File: config.mk
export PLATFORM = sky130hd
export DESIGN_NAME = jam_param
export DESIGN_NICKNAME = d
export VERILOG_FILES = /design/src/rtl/jam_param.sv
export SDC_FILE = /design/constraint.sdc
export NUM_CORES = 1
export LEC_CHECK = 0
export BUFFER_PORTS_ARGS = -buffer_cell sky130_fd_sc_hd__buf_4
export CAP_MARGIN = 25
export CELL_PAD_IN_SITES_DETAIL_PLACEMENT = 0
export CELL_PAD_IN_SITES_GLOBAL_PLACEMENT = 1
export CORE_MARGIN = 3
export CORE_UTILIZATION = 30
export CTS_CLUSTER_SIZE = 12
export DETAILED_ROUTE_END_ITERATION = 8
export PLACE_DENSITY_LB_ADDON = 0.1
export SYNTH_ARGS = -nofsm -noshare
export SYNTH_HDL_FRONTEND = slang
export SYNTH_SLANG_ARGS = --single-unit
File: constraint.sdc
create_clock -name CLK -period 7.6 [get_ports CLK]
set_input_delay 0.38 -clock CLK [delete_from_list [all_inputs] [get_ports CLK]]
set_output_delay 0.38 -clock CLK [all_outputs]
set_load 0.01 [all_outputs]
File: src/rtl/jam_param.sv
// Exhaustive N x N job-assignment solver: loads a cost matrix, walks every
// permutation in lexicographic order and keeps the minimum, its tie count and the first optimum.
module jam_param #(
  parameter int N   = 8,
  parameter int CW  = 7,
  parameter int MCW = 16,
  localparam int IW = (N > 2) ? $clog2(N) : 1,
  localparam int SW = CW + $clog2(N)
) (
  input  logic           CLK,
  input  logic           RST,
  input  logic           Start,
  output logic [IW-1:0]  W,
  output logic [IW-1:0]  J,
  input  logic [CW-1:0]  Cost,
  input  logic [IW-1:0]  RdW,
  output logic [IW-1:0]  RdJ,
  output logic [MCW-1:0] MatchCount,
  output logic [SW-1:0]  MinCost,
  output logic           Valid
);

  typedef enum logic [2:0] {
    ST_LOAD = 3'd0,
    ST_EVAL = 3'd1,
    ST_NEXT = 3'd2,
    ST_SWAP = 3'd3,
    ST_REV  = 3'd4,
    ST_DONE = 3'd5
  } state_t;

  localparam logic [IW-1:0] LAST_IDX = IW'(N - 1);

  state_t         state_r;
  logic [CW-1:0]  table_r [N][N];
  logic [IW-1:0]  perm_r  [N];
  logic [IW-1:0]  best_r  [N];
  logic [IW-1:0]  rev_s   [N];
  logic [IW-1:0]  w_r;
  logic [IW-1:0]  j_r;
  logic [IW-1:0]  p_r;
  logic [IW-1:0]  s_r;
  logic [IW-1:0]  p_s;
  logic [IW-1:0]  s_s;
  logic [SW-1:0]  sum_s;
  logic [SW-1:0]  min_r;
  logic [MCW-1:0] cnt_r;
  logic           valid_r;
  logic           last_s;

  // Total cost of the permutation currently held in perm_r.
  always_comb begin
    sum_s = '0;
    for (int i = 0; i < N; i++) begin
      sum_s = sum_s + SW'(table_r[i][perm_r[i]]);
    end
  end

  // Pivot (rightmost ascent) and its successor (rightmost larger element beyond it).
  always_comb begin
    last_s = 1'b1;
    p_s    = '0;
    s_s    = '0;
    for (int i = 0; i < N - 1; i++) begin
      p_s    = (perm_r[i] < perm_r[i+1]) ? IW'(i) : p_s;
      last_s = last_s & ~(perm_r[i] < perm_r[i+1]);
    end
    for (int k = 0; k < N; k++) begin
      s_s = ((IW'(k) > p_s) && (perm_r[k] > perm_r[p_s])) ? IW'(k) : s_s;
    end
  end

  // Tail beyond the latched pivot, mirrored end for end.
  always_comb begin
    for (int i = 0; i < N; i++) begin
      rev_s[i] = (IW'(i) > p_r) ? perm_r[IW'(N - i) + p_r] : perm_r[i];
    end
  end

  // Load / search sequencer with result registers.
  always_ff @(posedge CLK) begin
    if (RST) begin
      state_r <= ST_LOAD;
      w_r     <= '0;
      j_r     <= '0;
      p_r     <= '0;
      s_r     <= '0;
      min_r   <= '1;
      cnt_r   <= '0;
      valid_r <= 1'b0;
      for (int i = 0; i < N; i++) begin
        best_r[i] <= IW'(i);
        perm_r[i] <= IW'(i);
      end
    end else begin
      case (state_r)
        ST_LOAD: begin
          table_r[w_r][j_r] <= Cost;
          for (int i = 0; i < N; i++) begin
            perm_r[i] <= IW'(i);
          end
          if (j_r == LAST_IDX) begin
            if (w_r == LAST_IDX) begin
              state_r <= ST_EVAL;
            end else begin
              j_r <= '0;
              w_r <= w_r + IW'(1);
            end
          end else begin
            j_r <= j_r + IW'(1);
          end
        end
        ST_EVAL: begin
          // Ties leave best_r alone so it keeps the lexicographically first optimum.
          if (sum_s < min_r) begin
            min_r <= sum_s;
            cnt_r <= MCW'(1);
            for (int i = 0; i < N; i++) begin
              best_r[i] <= perm_r[i];
            end
          end else if (sum_s == min_r) begin
            if (cnt_r != '1) begin
              cnt_r <= cnt_r + MCW'(1);
            end
          end
          if (last_s) begin
            state_r <= ST_DONE;
            valid_r <= 1'b1;
          end else begin
            state_r <= ST_NEXT;
          end
        end
        ST_NEXT: begin
          p_r     <= p_s;
          s_r     <= s_s;
          state_r <= ST_SWAP;
        end
        ST_SWAP: begin
          perm_r[p_r] <= perm_r[s_r];
          perm_r[s_r] <= perm_r[p_r];
          state_r     <= ST_REV;
        end
        ST_REV: begin
          for (int i = 0; i < N; i++) begin
            perm_r[i] <= rev_s[i];
          end
          state_r <= ST_EVAL;
        end
        ST_DONE: begin
          if (Start) begin
            state_r <= ST_LOAD;
            w_r     <= '0;
            j_r     <= '0;
            min_r   <= '1;
            cnt_r   <= '0;
            valid_r <= 1'b0;
          end
        end
        default: begin
          state_r <= ST_LOAD;
        end
      endcase
    end
  end

  // Best-assignment readout; out-of-range workers read as job 0.
  always_comb begin
    if (int'(RdW) < N) begin
      RdJ = best_r[RdW];
    end else begin
      RdJ = '0;
    end
  end

  assign W          = w_r;
  assign J          = j_r;
  assign MinCost    = min_r;
  assign MatchCount = cnt_r;
  assign Valid      = valid_r;

endmodule

==> run_results.csv, run 1 <==
group,metric,value,unit
run_status,status,"finished, final reports clean",
synth,synth_largest_area_cell,"edfxtp_1",
placement,gp_congestion,0.843,
routing,post-route-drc-count,0,
grt,gr-usage-met3,2.40,%
grt,antenna_found_initial,1,
clock_network,cts.hold.buffers_added,0,
synth,synth_seq_cells,544,
finish,drive_above_1_share,23.0,%
floorplanning,dieArea,88800,um2
setup_path,worstReg2RegEnd,"MatchCount[1]",
synth,synth_top_area_share,58.2,%
setup_path,required,8.13,ns
clock_network,clk_latency,0.61,ns
grt,grt_use_total,16.9,%
setup_path,arrival,7.70,ns
synth,netlist_area,25600,um2
setup_path,cp-start-kind,"register",
setup_path,criticalPathCategory,"register to register",
routing,dr.first_iter.drc_count,1061,
grt,grt_pass1_vias,15469,
grt,grt_max_degree,65,
clock_network,clk_pin_slew,0.06,ns
grt,grt_first_pass_wirelength,110000,um
timing,worst_slew_pin_slew,1.11,ns
synth,synthCells,1659,
finish,num_antenna_cells,0,
pwr,ir_drop,0.000217,V
clock_network,cts_tree,"yes",
grt,busiest_layer,"met2",
floorplanning,floorplan.initialDensity,30.4,%
clock_network,cts.path.max_buffers,3,
grt,grt_overflow_total,0,
floorplanning,num_io_pins,49,
setup_path,cp_max_fo,12,
synth,synth.area.top_cells,"edfxtp_1 58%, mux4_2 13%, dfxtp_1 3.8%",
timing,slew_headroom,26.1,%
routing,dr.pass1.iters,6,
synth,syn_nets,1782,
finish,fin_area,29900,um2
floorplanning,core_area,84100,um2
placement,dpl.hpwl,50600,um
placement,dp_slack,-0.0839,ns
pwr,leakage,10.3,nW
clock_network,numCtsBuffers,66,
timing,finalCriticalPeriod,7.16,ns
setup_path,endpoint,"MatchCount[1]",
clock_network,cts_root_buffer,"clkbuf_16",
synth,synth.most_common_cell,"edfxtp_1",
timing,hold_slack,0.184,ns
timing,clock.fmax,0.140,GHz
setup_path,r2r-start,"perm_r[3][0]",
job,maxCapViolCount,0,
finish,area_growth,16.9,%
routing,ant_nets,0,
finish,nets,1911,
synth,yosysWarnings,0,
synth,synth_commonest_cells,"496 x edfxtp_1, 150 x mux4_2, 131 x nor2_1",
synth,avgSynthCellArea,15.4,um2
timing,fin_setup_tns,0,ns
timing,setup_viol,0,
synth,ys_seq_area_share,62.0,%
timing,drv_slew,0,
floorplanning,dieWidth,298,um
placement,io_buffers,48,
timing,finalClockSkew,0.0218,ns
grt,met1_usage,23.9,%
timing,layout_setup_ws,0.438,ns
routing,vias,14858,
placement,dpl_cell_area,27600,um2
grt,grt_use_met2,26.3,%
timing,post-route-period-util,94.2,%
clock_network,cts_sinks,544,
finish,post-route-util,35.6,%
floorplanning,rows,106,
setup_path,rr_worst_depth,27,
routing,via_per_inst,5.00,
routing,drt_wl_total,74900,um
synth,synth_cell_types,72,
routing,wire_per_inst,25.2,um
finish,fill_cells,8100,
synth,synthArstFlopShare,0,%
setup_path,startpoint,"perm_r[3][0]",
setup_path,crit_path_end_kind,"register",
setup_path,r2r_slack,0.44,ns
pwr,p_per_area,293,nW/um2
synth,synth_ff_type,"edfxtp_1",
worst_hold_path,hold_class,"input pin to register",
synth,synth-edff-count,496,
timing,hold_violations,0,
clock_network,cts-htree-levels,3,
floorplanning,fp.dieH,298,um
-- sequential cells by signal, summed over array words and instances, names as in the netlist, 10 cells and up, named ones only --
signal,cells
table_r,448
MatchCount,16
best_r,24
perm_r,24
MinCost,10
-- where the power goes --
group	switching, mW	internal (mW)	total (mW)
logic	1.44	0.937	2.38
clock network	1.26	1.76	3.02
registers	0.0518	3.32	3.37
-- area by class of cell --
| cell class | count | area, um2 | share of cell area (%) |
|---|---|---|---|
| Multi-Input combinational cell | 931 | 9050 | 30.3 |
| Sequential cell | 544 | 15900 | 53.0 |
| Clock inverter | 33 | 274 | 0.916 |
| Tap cell | 1134 | 1420 | 4.74 |
| Timing Repair Buffer | 139 | 1140 | 3.81 |
| Inverter | 106 | 398 | 1.33 |
| Clock buffer | 85 | 1780 | 5.94 |
-- worst min-delay path by stage --
| stage | start | to | slack, ns | depth (start not counted) |
|---|---|---|---|---|
| floorplan | Cost[0] | table_r[0][0] | 0.48 | 0 |
| global placement | MatchCount[14] | MatchCount[14] | 0.48 | 2 |
| detailed placement | MatchCount[14] | MatchCount[14] | 0.49 | 2 |
| CTS | Start | state_r[2] | 0.15 | 3 |
| global route | Start | state_r[2] | 0.18 | 3 |
| finish | Start | state_r[2] | 0.18 | 3 |
-- cell families after synthesis --
| logic type | count (synthesis) | share of synthesized area, % |
|---|---|---|
| xor+xnor | 13 | 0.445 |
| buf+inv | 184 | 2.84 |
| fa+ha+maj | 110 | 6.58 |
| flops | 544 | 62.0 |
| mux | 217 | 15.9 |
| simple gates | 391 | 7.11 |
| compound gates | 200 | 5.22 |
-- metrics by stage --
| stage | std cells | total power, mW |
|---|---|---|
| after floorplan | 1659 | 4.89 |
| after global placement | 2831 | 5.84 |
| after detailed placement | 2833 | 5.82 |
| after CTS | 2951 | 8.89 |
| after global routing | 2972 | 9.31 |
| final | 2972 | 8.78 |
-- routing by layer --
metal | wire length, um | part of all wire [%] | vias up
met5 | 0 | 0 | -
met2 | 34600 | 46 | 335
met4 | 2660 | 3.6 | 0
met3 | 2850 | 3.8 | 136
met1 | 34800 | 46 | 7752
li1 | - | - | 6635
-- layout by cell type (no fill, tap or decap), types with 14 or more instances in the layout --
| cell | count |
|---|---|
| mux4_2 | 150 |
| buf_4 | 131 |
| clkinv_1 | 16 |
| clkbuf_16 | 68 |
| fa_1 | 41 |
| inv_1 | 99 |
| clkbuf_1 | 16 |
| nand2_1 | 120 |
| edfxtp_1 | 496 |
| a21oi_1 | 46 |
| dfxtp_1 | 47 |
| nor2_1 | 130 |
| ha_1 | 69 |
| o21ai_0 | 46 |
| a21o_1 | 14 |
| nand3_1 | 35 |
| mux2i_1 | 56 |
| nand2b_1 | 15 |
-- worst max-delay path: stages (launching register included) --
cell and delay, ns:
edfxtp_1 0.45, buf_12 0.18, mux4_2 0.54, mux2i_2 0.23
fa_1 0.49, inv_1 0.11, fa_1 0.52, fa_1 0.56
inv_1 0.05, fa_1 0.46, inv_1 0.07, ha_1 0.17
inv_1 0.06, fa_1 0.39, nor2b_1 0.12, o21a_1 0.13
o21ai_0 0.10, a211o_1 0.32, o311ai_2 0.11, buf_4 0.18
ha_1 0.23, a21o_1 0.16, a21oi_1 0.13, o21ai_1 0.13
o211ai_2 0.36, nand2_1 0.14, or4b_1 0.51, a21oi_1 0.15
-- what timing repair did --
action,4_1_cts,5_1_grt
endpoints found under the setup margin,10,49
setup buffers,0,20
pin swaps,0,3
gates resized for setup,1,8
Note: power is estimated with default switching activity, not from simulation.
==> inputs of run 2 (changes only) <==
Settings changed: CORE_UTILIZATION 30 to 39, GPL_ROUTABILITY_DRIVEN from default to 0.
Clock period 7.6 ns to 7.75 ns, I/O delays scaled along.
==> run_results.csv, run 2 (same netlist as run 1, synthesis figures left out) <==
group,metric,value,unit
setup_path,cp_max_fo,14,
finish,area_growth,13.6,%
clock_network,clk_latency,0.62,ns
routing,drt_wl_total,70000,um
floorplanning,rows,93,
routing,post-route-drc-count,0,
pwr,leakage,10.1,nW
grt,antenna_found_initial,0,
setup_path,startpoint,"perm_r[2][1]",
finish,fill_cells,5773,
clock_network,numCtsBuffers,58,
timing,fin_setup_tns,0,ns
clock_network,cts_root_buffer,"clkbuf_16",
finish,mostFrequentLayoutCells,"496 x edfxtp_1, 150 x mux4_2, 130 x nor2_1",
clock_network,clk_pin_slew,0.06,ns
routing,wire_per_inst,26.3,um
pwr,intPower,5.61,mW
finish,nets,1884,
worst_hold_path,holdCritStartpoint,"Start",
pwr,ir_drop,0.000218,V
clock_network,cts-htree-levels,2,
setup_path,arrival,7.87,ns
pwr,power.switching,2.48,mW
setup_path,r2r-start,"perm_r[2][1]",
finish,largest_register_ffs,448,
setup_path,crit_path_end_kind,"register",
finish,drive_above_1_share,21.2,%
finish,regMostFlops,"table_r",
timing,drv_slew,0,
routing,via_per_inst,5.60,
timing,rsz0062_at_grt,"no",
routing,vias,14896,
timing,hold_violations,0,
timing,post-route-period-util,94.4,%
grt,grt_overflow_total,0,
placement,io_buffers,48,
grt,grt_use_total,20.8,%
floorplanning,core_area,64700,um2
worst_hold_path,hold_class,"input pin to register",
clock_network,cts.hold.buffers_added,0,
timing,finalCriticalPeriod,7.31,ns
pwr,p_per_area,278,nW/um2
routing,dr.pass1.iters,5,
floorplanning,dieWidth,262,um
setup_path,criticalPathCategory,"register to register",
floorplanning,fp.dieH,262,um
grt,grt_max_degree,65,
pwr,p_total,8.09,mW
pwr,p_clk_share,32.2,%
timing,worst_slew_pin_slew,1.11,ns
timing,slew_headroom,25.6,%
clock_network,cts_tree,"yes",
clock_network,cts.path.max_buffers,3,
grt,grt_first_pass_wirelength,104000,um
timing,setup_viol,0,
finish,layout_commonest_cell,"edfxtp_1",
routing,ant_nets,0,
clock_network,cts_sinks,544,
routing,dr.first_iter.drc_count,1263,
timing,clock.fmax,0.137,GHz
floorplanning,dieArea,68700,um2
timing,hold_slack,0.157,ns
timing,finalClockSkew,0.0182,ns
grt,grt_pass1_vias,15015,
pwr,p_seq_share,41.0,%
finish,top_regs,"table_r: 448 flops, best_r: 24 flops, perm_r: 24 flops",
job,maxCapViolCount,0,
pwr,switching_share,30.7,%
floorplanning,num_io_pins,49,
floorplanning,floorplan.initialDensity,39.6,%
setup_path,cp-start-kind,"register",
placement,dpl.hpwl,47700,um
run_status,status,"finished, final reports clean",
pwr,p_comb_share,26.8,%
setup_path,required,8.31,ns
finish,num_antenna_cells,0,
[run 2: area by class of cell]
| class | count | area [um2] | area share, % |
|---|---|---|---|
| Inverter | 106 | 398 | 1.37 |
| Timing Repair Buffer | 120 | 963 | 3.31 |
| Clock inverter | 27 | 221 | 0.761 |
| Clock buffer | 77 | 1540 | 5.31 |
| Sequential cell | 544 | 15900 | 54.5 |
| Multi-Input combinational cell | 931 | 9030 | 31.0 |
| Tap cell | 855 | 1070 | 3.68 |
[run 2: worst max-delay path, stage by stage, from the launching register on]
cell	delay, ns
edfxtp_1	0.81
mux4_2	0.42
mux2i_1	0.36
fa_1	0.59
fa_1	0.54
fa_1	0.55
fa_1	0.43
inv_1	0.10
ha_1	0.18
inv_1	0.06
fa_1	0.39
nor2b_1	0.13
o21a_1	0.13
o21ai_0	0.10
a211o_1	0.31
o311ai_1	0.15
ha_1	0.33
a21o_1	0.16
a21oi_1	0.13
o21ai_1	0.13
o211ai_2	0.36
nand3_1	0.26
or4_1	0.45
a21oi_1	0.14
[run 2: per-layer routing]
layer | global-route usage, % | wire length (um) | up-vias
li1 | - | - | 6591
met1 | 29.7 | 30900 | 7734
met2 | 32.9 | 33000 | 461
met3 | 2.85 | 3810 | 110
met4 | 6.81 | 2180 | 0
met5 | 0 | 0 | -
[run 2: power groups by stage]
stage          logic [mW]  registers [mW]  clock network (mW)
4_1_cts              2.18            3.33                2.68
3_3_place_gp         2.15            3.39                   0
2_1_floorplan        1.43            3.36                   0
6_report             2.17            3.32                2.61
5_1_grt              2.40            3.32                2.79
3_5_place_dp         2.17            3.39                   0
[run 2: worst paths after layout]
path / to / slack (ns) / cells after the start
setup / recovery: MatchCount[15] / 0.44 / 23
setup reg to reg: MatchCount[15] / 0.44 / 23
hold / removal: state_r[2] / 0.16 / 3
hold reg to reg: MatchCount[14] / 0.47 / 2
[run 2: what timing repair did]
item                       4_1_cts  5_1_grt
hold endpoints to repair         0        0
setup endpoints to repair        0       55
gates resized for setup          0        6
buffers inserted                 0        9
[run 2: through the flow]
| step | instance area [um2] | instances | util, % | setup WS [ns] |
|---|---|---|---|---|
| finish | 29100 | 2660 | 45.0 | 0.436 |
| detailed placement | 27200 | 2547 | 42.0 | 0.0852 |
| floorplan | 25600 | 1659 | - | 0.460 |
| global route | 29100 | 2660 | 45.0 | 0.00944 |
| global placement | 27200 | 2545 | 42.0 | 0.169 |
| CTS | 29000 | 2651 | 44.7 | 0.0513 |
==> inputs of run 3 (changes only) <==
Settings changed: CTS_BUF_LIST from default to sky130_fd_sc_hd__clkbuf_2.
==> run_results.csv, run 3 (same netlist as run 1, synthesis figures left out) <==
group,metric,value,unit
run_status,status,"finished, final reports clean",
finish,post-route-util,44.4,%
grt,grt_first_pass_wirelength,105000,um
timing,finalClockSkew,0.0996,ns
clock_network,cts_sinks,544,
timing,finalCriticalPeriod,7.33,ns
timing,slew_headroom,26.9,%
timing,worst_slew_pin_slew,1.09,ns
finish,largest_register_ffs,448,
clock_network,clk_latency,1.27,ns
floorplanning,rows,93,
finish,final_cells,2811,
pwr,p_per_area,259,nW/um2
job,maxCapViolCount,0,
setup_path,criticalPathCategory,"register to register",
routing,dr.first_iter.drc_count,1204,
setup_path,path_buf_inv,3,
floorplanning,dieArea,68700,um2
pwr,p_total,7.43,mW
placement,dpl.cell_count,2547,
setup_path,cp-start-kind,"register",
setup_path,cpMostUsedCell,"fa_1",
setup_path,endpoint,"MatchCount[15]",
floorplanning,num_io_pins,49,
setup_path,crit_cells,24,
routing,drt_wl_total,71300,um
clock_network,cts_tree,"yes",
routing,post-route-drc-count,0,
floorplanning,fp.dieH,262,um
timing,clock.fmax,0.137,GHz
routing,vias,15380,
routing,wire_per_inst,25.4,um
timing,setup_viol,0,
floorplanning,core_area,64700,um2
setup_path,crit_path_end_kind,"register",
pwr,leakage,10.2,nW
timing,rsz0062_at_grt,"no",
clock_network,cts-htree-levels,4,
clock_network,numCtsBuffers,144,
setup_path,slowest_stage,"fa_1",
routing,dr.pass1.iters,5,
setup_path,required,8.92,ns
finish,nets,1987,
clock_network,cts_root_buffer,"clkbuf_2",
setup_path,cp_max_fo,14,
routing,ant_nets,0,
placement,io_buffers,48,
setup_path,r2r_slack,0.42,ns
finish,area_growth,12.3,%
timing,hold_violations,0,
setup_path,startpoint,"perm_r[2][0]",
setup_path,rr_worst_depth,24,
finish,drive_above_1_share,27.6,%
worst_hold_path,hold_class,"input pin to register",
grt,grt_use_total,21.3,%
grt,grt_max_degree,65,
routing,via_per_inst,5.47,
finish,regMostFlops,"table_r",
setup_path,worstReg2RegEnd,"MatchCount[15]",
grt,grt_overflow_total,0,
floorplanning,dieWidth,262,um
setup_path,crit_chain,"buf_4 -> mux4_2 -> mux2i_1 -> fa_1 -> fa_1 -> fa_1 -> fa_1 -> inv_1 -> ha_1 -> inv_1 -> fa_1 -> nor2b_1 -> o21a_1 -> o21ai_0 -> a211o_1 -> o311ai_1 -> ha_1 -> a21o_1 -> a21oi_1 -> o21ai_1 -> o211ai_2 -> nand3_1 -> or4_1 -> a21oi_1",
pwr,ir_drop,0.000225,V
grt,antenna_found_initial,1,
finish,top_regs,"table_r: 448 flops, best_r: 24 flops, perm_r: 24 flops",
clock_network,cts.path.max_buffers,3,
timing,post-route-period-util,94.5,%
setup_path,critPathTopFamily,"adder cells",
grt,grt_pass1_vias,15724,
setup_path,r2r-start,"perm_r[2][0]",
clock_network,clk_pin_slew,0.10,ns
setup_path,slowest_delay,0.60,ns
placement,dpl.hpwl,47700,um
timing,drv_slew,0,
finish,layout_commonest_cell,"edfxtp_1",
floorplanning,floorplan.initialDensity,39.6,%
setup_path,arrival,8.50,ns
finish,mostFrequentLayoutCells,"496 x edfxtp_1, 202 x clkbuf_2, 150 x mux4_2",
timing,fin_setup_tns,0,ns
[run 3: cell types whose count changed in the layout (fill, tap and decap cells not counted), sizes merged]
cell,change
clkbuf,+125
dlygate4sd3,+13
clkinv,+5
buf,+4
clkinvlp,+3
bufinv,-1
diode,+1
inv,+1
[run 3: timing repair]
| item | 4_1_cts | 5_1_grt |
|---|---|---|
| endpoints found under the hold margin | 548 | 0 |
| setup buffers | 0 | 13 |
| endpoints found under the setup margin | 0 | 55 |
| gates resized for setup | 0 | 6 |
| hold buffers | 13 | 0 |
[run 3: power by group]
part	internal (mW)	leakage, nW	switching, mW
Sequential	3.25	4.87	0.0606
Clock	0.771	0.954	1.18
Combinational	0.866	4.42	1.31
[run 3: worst min-delay path by stage]
stage | startpoint | end | slack (ns) | cells after the start
after CTS | Start | J[1] | 0.005 | 6
final | Cost[1] | table_r[0][29] | 0.21 | 2
after detailed placement | MatchCount[14] | MatchCount[14] | 0.46 | 2
after floorplan | MatchCount[14] | MatchCount[14] | 0.48 | 2
after global placement | MatchCount[14] | MatchCount[14] | 0.46 | 2
after global routing | Cost[2] | table_r[0][37] | 0.09 | 2
[run 3: layout make-up]
cell class	count	area [um2]
fill	5933	36000
sequential	544	15900
multi-input combinational	931	9030
timing repair buffer	137	1140
tap	855	1070
clock buffer	202	1010
inverter	106	398
clock inverter	35	231
antenna	1	2.50
[run 3: through the flow]
stage	hold WS [ns]	cell area, um2	worst slack [ns]
final	0.214	28700	0.424
after global routing	0.0911	28700	0.0102
after CTS	0.00491	28600	0.0686
after detailed placement	0.465	27200	0.0852
after global placement	0.461	27200	0.169
after floorplan	0.480	25600	0.460
[run 3: metal layers]
metal | vias to the layer above | wire [um] | GRT usage [%] | part of all wire, %
li1 | 6872 | - | - | -
met1 | 7897 | 31500 | 29.3 | 44
met2 | 494 | 33300 | 32.8 | 47
met3 | 117 | 4460 | 5.72 | 6.3
met4 | 0 | 2020 | 7.75 | 2.8
met5 | - | 0 | 0 | 0
[run 3: worst register-to-register path, stage by stage (launching register included)]
cell      delay, ns
edfxtp_1       0.37
buf_4          0.31
mux4_2         0.58
mux2i_1        0.38
fa_1           0.60
fa_1           0.55
fa_1           0.56
fa_1           0.44
inv_1          0.10
ha_1           0.18
inv_1          0.06
fa_1           0.39
nor2b_1        0.13
o21a_1         0.13
o21ai_0        0.11
a211o_1        0.31
o311ai_1       0.15
ha_1           0.33
a21o_1         0.16
a21oi_1        0.13
o21ai_1        0.13
o211ai_2       0.35
nand3_1        0.26
or4_1          0.45
a21oi_1        0.14
